**src/rtl/sid_voice_sched.sv**
```systemverilog
// rtl/sid_voice_sched.sv - time-multiplexed phase accumulator / noise LFSR scheduler for three SID voices
module sid_voice_sched #(
  parameter int NVOICE    = 3,
  parameter int ACC_W     = 24,
  parameter int LFSR_W    = 23,
  parameter int NOISE_BIT = 19
) (
  input  logic              clk,
  input  logic              reset,
  input  logic              tick,
  input  logic              wr_en,
  input  logic [1:0]        wr_voice,
  input  logic [1:0]        wr_sel,
  input  logic [7:0]        wr_data,
  output logic              busy,
  output logic              out_valid,
  output logic [1:0]        out_voice,
  output logic [ACC_W-1:0]  out_acc,
  output logic [LFSR_W-1:0] out_lfsr,
  output logic              out_msb_rise,
  output logic              tick_lost
);

  localparam logic [1:0] LAST_SLOT = 2'(NVOICE - 1);
  localparam int         LFSR_TAP  = 17;

  typedef enum logic {IDLE, SLOT} state_t;

  state_t            state, state_nxt;
  logic [1:0]        slot;
  logic [1:0]        prev_slot;

  logic [15:0]       freq [NVOICE];
  logic [NVOICE-1:0] sync_en;
  logic [NVOICE-1:0] test_en;
  logic [ACC_W-1:0]  acc  [NVOICE];
  logic [LFSR_W-1:0] lfsr [NVOICE];
  logic [NVOICE-1:0] rise_cur;
  logic [NVOICE-1:0] rise_prev;

  logic [ACC_W-1:0]  acc_cur, acc_nxt;
  logic [LFSR_W-1:0] lfsr_cur, lfsr_nxt;
  logic              rise_nxt;
  logic              wr_ok;

  assign busy      = (state == SLOT);
  assign prev_slot = (slot == 2'd0) ? LAST_SLOT : slot - 2'd1;
  assign wr_ok     = wr_en && (int'(wr_voice) < NVOICE);

  // State register
  always_ff @(posedge clk or posedge reset) begin
    if (reset) state <= IDLE;
    else       state <= state_nxt;
  end

  // Next-state: one tick launches NVOICE consecutive slots
  always_comb begin
    state_nxt = state;
    case (state)
      IDLE:    if (tick) state_nxt = SLOT;
      SLOT:    if (slot == LAST_SLOT) state_nxt = IDLE;
      default: state_nxt = IDLE;
    endcase
  end

  // Slot counter restarts at voice 0 every sequence
  always_ff @(posedge clk or posedge reset) begin
    if (reset)                                  slot <= 2'd0;
    else if (state == IDLE || slot == LAST_SLOT) slot <= 2'd0;
    else                                        slot <= slot + 2'd1;
  end

  // Freeze last tick's MSB rise flags so sync is independent of voice order
  always_ff @(posedge clk or posedge reset) begin
    if (reset)                      rise_prev <= '0;
    else if (state == IDLE && tick) rise_prev <= rise_cur;
  end

  // Shared update datapath for the voice in the current slot; test beats sync beats add
  always_comb begin
    acc_cur  = acc[slot];
    lfsr_cur = lfsr[slot];
    acc_nxt  = acc_cur + {{(ACC_W-16){1'b0}}, freq[slot]};
    lfsr_nxt = lfsr_cur;
    if (test_en[slot]) begin
      acc_nxt  = '0;
      lfsr_nxt = '1;
    end else begin
      if (sync_en[slot] && rise_prev[prev_slot]) acc_nxt = '0;
      if (!acc_cur[NOISE_BIT] && acc_nxt[NOISE_BIT])
        lfsr_nxt = {lfsr_cur[LFSR_W-2:0], lfsr_cur[LFSR_W-1] ^ lfsr_cur[LFSR_TAP]};
    end
    rise_nxt = !acc_cur[ACC_W-1] && acc_nxt[ACC_W-1];
  end

  // Per-voice running state, committed at the end of that voice's slot
  always_ff @(posedge clk or posedge reset) begin
    if (reset) begin
      for (int v = 0; v < NVOICE; v++) begin
        acc[v]  <= '0;
        lfsr[v] <= '1;
      end
      rise_cur <= '0;
    end else if (state == SLOT) begin
      acc[slot]      <= acc_nxt;
      lfsr[slot]     <= lfsr_nxt;
      rise_cur[slot] <= rise_nxt;
    end
  end

  // CPU register writes; a write lands after any same-cycle slot read
  always_ff @(posedge clk or posedge reset) begin
    if (reset) begin
      for (int v = 0; v < NVOICE; v++) freq[v] <= '0;
      sync_en <= '0;
      test_en <= '0;
    end else if (wr_ok) begin
      case (wr_sel)
        2'd0: freq[wr_voice][7:0]  <= wr_data;
        2'd1: freq[wr_voice][15:8] <= wr_data;
        2'd2: begin
          sync_en[wr_voice] <= wr_data[1];
          test_en[wr_voice] <= wr_data[3];
        end
        default: ;
      endcase
    end
  end

  // Result stream to the waveform stage and lost-tick flag
  always_ff @(posedge clk or posedge reset) begin
    if (reset) begin
      out_valid    <= 1'b0;
      out_voice    <= '0;
      out_acc      <= '0;
      out_lfsr     <= '0;
      out_msb_rise <= 1'b0;
      tick_lost    <= 1'b0;
    end else begin
      out_valid <= (state == SLOT);
      tick_lost <= (state == SLOT) && tick;
      if (state == SLOT) begin
        out_voice    <= slot;
        out_acc      <= acc_nxt;
        out_lfsr     <= lfsr_nxt;
        out_msb_rise <= rise_nxt;
      end
    end
  end

endmodule

```
**config.mk**
```make
export PLATFORM = sky130hd
export DESIGN_NAME = sid_voice_sched
export DESIGN_NICKNAME = d
export VERILOG_FILES = /design/src/rtl/sid_voice_sched.sv
export SDC_FILE = /design/constraint.sdc
export NUM_CORES = 1
export LEC_CHECK = 0
export ABC_AREA = 1
export ABC_CLOCK_PERIOD_IN_PS = 8000
export CAP_MARGIN = 20
export CORE_AREA = 8 8 214 216
export CTS_CLUSTER_DIAMETER = 50
export DETAILED_ROUTE_END_ITERATION = 6
export DIE_AREA = 0 0 222 224
export GPL_TIMING_DRIVEN = 0
export PLACE_DENSITY = 0.52
export SLEW_MARGIN = 20
export SYNTH_ARGS = -nofsm -noshare
export SYNTH_HDL_FRONTEND = slang
export SYNTH_SLANG_ARGS = --single-unit
```
**constraint.sdc**
```tcl
create_clock -name clk -period 8 [get_ports clk]
set_input_delay 1.6 -clock clk [delete_from_list [all_inputs] [get_ports clk]]
set_output_delay 1.6 -clock clk [all_outputs]
set_load 0.01 [all_outputs]
```
## After elaboration in Yosys (flattened, before gate mapping)

Cells that the tools add are included.

- Reduce and logical (&&, ||, !) cells: 18
- Eq/ne operators: 3
- Bitwise logic cells: 4
- Add/sub/neg operators: 3
- Magnitude comparators: 10
- Mux-type cells: 45

Operators by type and width:

| operator | number |
|---|---|
| 2-to-1 mux 24 bit | 6 |
| 2-to-1 mux 23 bit | 5 |
| bitwise mux 48 bit | 2 |
| one-hot mux 48 bit (2 select lines) | 1 |
| bitwise mux 72 bit | 1 |
| bitwise mux 69 bit | 1 |
| demux 16 bit (select 2 bit) | 2 |
| binary-select mux 24 bit (select 2 bit) | 1 |
| demux 24 bit (select 2 bit) | 1 |
| 2-to-1 mux 16 bit | 3 |
| binary-select mux 23 bit (select 2 bit) | 1 |
| demux 23 bit (select 2 bit) | 1 |
| binary-select mux 16 bit (select 2 bit) | 1 |
| adder 24 x 16 -> 24 bit | 1 |
| logical AND 1 bit | 10 |
| bitwise mux 3 bit | 3 |
| less-than comparator 2 x 3 -> 1 bit (second input constant) | 3 |
| 2-to-1 mux 8 bit | 1 |
| 2-to-1 mux 1 bit | 7 |
| binary-select mux 1 bit (select 2 bit) | 3 |
| greater-or-equal comparator 3 bit (second input constant) | 2 |
| less-than comparator 3 x 1 -> 1 bit (second input constant) | 2 |
| NOT 2 -> 3 bit | 2 |
| demux 1 bit (select 2 bit) | 2 |
| other kinds (15) | 21 |

- Register bits after elaboration: 256
- Bits of input ports: 16
- Output and inout bits: 53
- Word-level logic and storage cells: 104

## Longest topological paths before layout

- Depth after elaboration: 11
- Mapped depth: 24
- Depth with buffers taken out: 19

## Worst setup path after synthesis

Ideal clock, no wire load.

- Path kind: register -> register
- Start: reg slot[0]
- End: reg lfsr[17] (netlist bit)
- Path slack: 4816 ps
- Period minus slack after synthesis: 3184 ps
- Data arrival time: 3112 ps
- Cell stages (with the launch flop): 22
- Cells stage by stage: dfrtp_1 buf_4 inv_2 buf_4 buf_2 buf_2 clkbuf_1 nor2_1 o21ai_0 ha_1 nand3_1 nand3_1 nand3_1 nand3_1 nand2_1 nand2_4 nand2_4 buf_6 nand2_1 nand3_2 nand2_1 o21ai_1

- Cells in the longest elaborated chain, start to end: 11
- Elaborated cells between the ends (all ways): 33

RTL lines:

| what | line | RTL |
|---|---|---|
| from (decl) | 30 | `logic [1:0] slot;` |
| from (signal assigned) | 70 | `else slot <= slot + 2'd1;` |
| NOT 2 -> 3 bit (not written as such), or another cell as far along | n/a |  |
| binary-select mux 24 bit (select 2 bit), or another cell as far along | 81 | `acc_cur = acc[slot];` |
| 2-to-1 mux 24 bit (not written as such), or another cell as far along (2 in a row) | 81 |  |
| adder 24 x 16 -> 24 bit / logical AND 1 bit (equally long branches) | 83, 89 |  |
| 2-to-1 mux 24 bit | 89 | `if (sync_en[slot] && rise_prev[prev_slot]) acc_nxt = '0;` |
| 2-to-1 mux 24 bit | 85 | `if (test_en[slot]) begin` |
| logical AND 1 bit | 90 | `if (!acc_cur[NOISE_BIT] && acc_nxt[NOISE_BIT])` |
| 2-to-1 mux 23 bit | 90 |  |
| 2-to-1 mux 23 bit | 85 |  |
| bitwise mux 69 bit (*) | 106 | `lfsr[slot] <= lfsr_nxt;` |
| to (signal, indexed assignment) | 106 |  |
| to (decl) | 37 | `logic [LFSR_W-1:0] lfsr [NVOICE];` |

Every way passes the cells marked *; elsewhere a longest branch is shown, timed or not. The select of a mux whose other input is x is not followed.
A chain may end at the register's enable or synchronous reset.

## Worst setup path in the final report

- Start: reg slot[1]
- End: reg out_acc[23]

- Cells in the longest elaborated chain, start to end: 8
- Elaborated cells between the ends (all ways): 21

RTL lines:

| what | line | RTL |
|---|---|---|
| NOT 2 -> 3 bit (not written as such), or another cell as far along | 81, 83 |  |
| binary-select mux 24 bit (select 2 bit), or another cell as far along | 81 |  |
| 2-to-1 mux 24 bit (not written as such), or another cell as far along (2 in a row) | 81 |  |
| adder 24 x 16 -> 24 bit / logical AND 1 bit (equally long branches) | 83, 89 |  |
| 2-to-1 mux 24 bit | 89 |  |
| 2-to-1 mux 24 bit | 85 |  |
| 2-to-1 mux 24 bit (*) | 85 |  |
| to (signal assigned) | 144 | `out_acc <= acc_nxt;` |
| to (decl) | 18 | `output logic [ACC_W-1:0] out_acc,` |

Marked as above.

==> impl_metrics.yaml <==
yosys:
  syn_inst: 1567
  synth_top_area_share_pct: 37.2
  synth_flop_cell: "dfrtp_1"
  synth_area_sq_um: 12600
  ys_async_sr_fraction_pct: 100
  synth_edf_count: 0
  ys_types: 37
  ys_seq_elements: 256
  syn_avg_cell_area_sq_um: 8.04
  synth.yosys.seq_area_share_pct: 51.5
  syn-num-nets: 1603
  synth-warning-count: 0
  synth_top_cell_by_area: "dfrtp_1"
  ys_top_cells_by_area: "dfrtp_1 37%, nand2_1 15%, dfstp_2 14%, o21ai_0 9.3%, inv_1 4.1%"
job:
  cap_violations: 0
worst_setup_path:
  critPathMaxFanout: 10
  worstRegToRegCells: 19
  arrival_ns: 5.02
  end_kind: "register"
  critPathMostFrequentCell: "nand2_1"
  max_stage_delay_ns: 0.62
  startpoint: "slot[1]"
  required_ns: 8.40
  r2r-start: "slot[1]"
  worst-setup-path-type: "reg -> reg"
  critical_path.cell_chain: "clkbuf_1, buf_1, buf_1, a21oi_1, o21ai_0, o21ai_0, ha_1, nand2_1, inv_1, nand2_1, nand2_1, nand2_1, nand3_1, nand2_1, nand2_4, buf_4, nand4_1, nand4_1, nand2_1"
  startpoint_type: "register"
  crit_path_top_delay_cell: "clkbuf_1"
clock_tree:
  htreeDepth: 2
  clk_pin_slew_ns: 0.05
  ctsResizeCount: 0
  numClockSinks: 256
  cts_tree: "done"
  cts_setup_buffers: 0
  numCtsBuffers: 37
  hold_buffers: 0
  clockBufferDepth: 3
  clock_latency_ns: 0.53
  cts_root_buf: "clkbuf_16"
sta:
  fin_setup_tns_ns: 0
  drv_slew: 0
  min_period_ns: 4.62
  holdWs_ns: 0.414
  finalCritPeriodShare_pct: 57.8
  setup_viol: 0
  worst_pin_slew_ns: 0.859
  final_hold_viol_count: 0
  clock.fmax_mhz: 216
  max_slew_margin_pct: 42.3
  rsz0062_at_grt: "false"
  fin_ws_ns: 3.38
  skew_ns: 0.0252
floorplan:
  die_h_um: 224
  placementRows: 76
  ios: 69
  die_w_um: 222
  core_sq_um: 42500
  start_util_pct: 29.6
  die_area_sq_um: 49700
finish:
  antenna_cells: 0
  final_common_cell: "nand2_1"
  nets: 1717
  final_core_util_pct: 36.1
  stdcell_area_sq_um: 15400
  final_layout_size_suffix_gt1_share_pct: 12.6
  area_growth_pct: 21.9
  final-instance-count-excl-fill: 2254
  final_cell_mix: "491 x nand2_1, 233 x o21ai_0, 187 x dfrtp_1"
hold_path:
  min_path_cells: 0
  hold_start: "busy"
  hp-class: "reg -> reg"
place:
  place_congestion: 0.867
  dp_hpwl_um: 27800
  dp.cells: 2188
  placed_area_sq_um: 14100
  numPortBuffers: 66
  place_ws_ns: 3.45
grt:
  antenna_found_initial: 0
  track_usage_pct: 15.3
  grt_first_pass_wirelength_um: 61600
  grt_max_degree: 34
  grt_overflow_total: 0
  grt_pass1_vias: 10900
routing:
  drt-total-wl_um: 38200
  firstDrtPassIters: 7
  vias: 10700
  route.detailed.drc: 0
  antenna_left: 0
  viasPerCell: 4.74
  drt_iter0_drc: 780
  wl_per_cell_um: 16.9
power:
  power_mw: 7.53
  power_leakage_nw: 7.08
  powerDensity_nw_per_um2: 491
  ir_drop_mv: 0.166
outcome:
  status: "completed"
==> flip-flops by register name, summed over array words and instances, names as in the netlist, 3 cells and up <==
signal,cells
acc,72
lfsr,69
freq,48
out_acc,24
out_lfsr,23
rise_cur,3
rise_prev,3
sync_en,3
test_en,3
==> final cells by class <==
cell class	instances	area (sq um)
fill	4435	27200
sequential	256	6490
multi-input combinational	1084	5190
clock buffer	50	1030
timing repair buffer	75	856
tap	546	683
inverter	140	529
buffer	87	392
clock inverter	16	188
==> Yosys cell counts, drive strengths merged, types with 7 or more instances <==
master / count
clkbuf: 57
a21oi: 59
dfrtp: 187
ha: 19
nand4: 14
xor2: 7
or2: 8
inv: 140
nand3: 93
o21ai: 290
buf: 30
nand2: 501
dfstp: 69
mux2: 12
nor2: 66
==> layer usage <==
layer	global-route usage [%]	share of wire (%)	vias up
met5	0	0	-
met3	2.24	3.5	62
li1	-	-	5293
met4	4.15	2.2	0
met1	19.7	45	5135
met2	26.8	49	183
==> worst max-delay path: cells and delay by family, from the launching register on <==
| kind | cells | cell delay, ns |
|---|---|---|
| flip-flops | 1 | 0.59 |
| adder cells (fa/ha/maj) | 1 | 0.41 |
| AO/OA/AOI/OAI | 3 | 0.40 |
| AND/OR/NAND/NOR | 10 | 1.26 |
| buffers and inverters | 5 | 1.82 |
==> power breakdown <==
group,internal [mW],switching (mW)
Sequential,1.95,0.221
Combinational,1.23,2.52
Clock,0.979,0.630
Total,4.16,3.37
==> cells by family (layout without fill, tap and decap cells) <==
kind of cell,after synthesis,count (layout),synth area share [%]
DFF,256,256,51.5
muxes,12,12,1.07
AOI/OAI and AO/OA,358,358,14.4
adders and majority gates,20,20,2.05
buffers and inverters,227,368,7.28
and+or+nand+nor,686,686,23.1
xor gates and xnor gates,8,8,0.556
==> worst paths after layout <==
| check | end | slack (ns) |
|---|---|---|
| max | out_acc[23] | 3.38 |
| min in group asynchronous | out_lfsr[3] | 1.51 |
| min reg2reg | out_valid | 0.41 |
| min | out_valid | 0.41 |
| max reg2reg | out_acc[23] | 3.38 |
| max in group asynchronous | acc[9] | 5.50 |
Note: power is estimated with default switching activity, not from simulation.
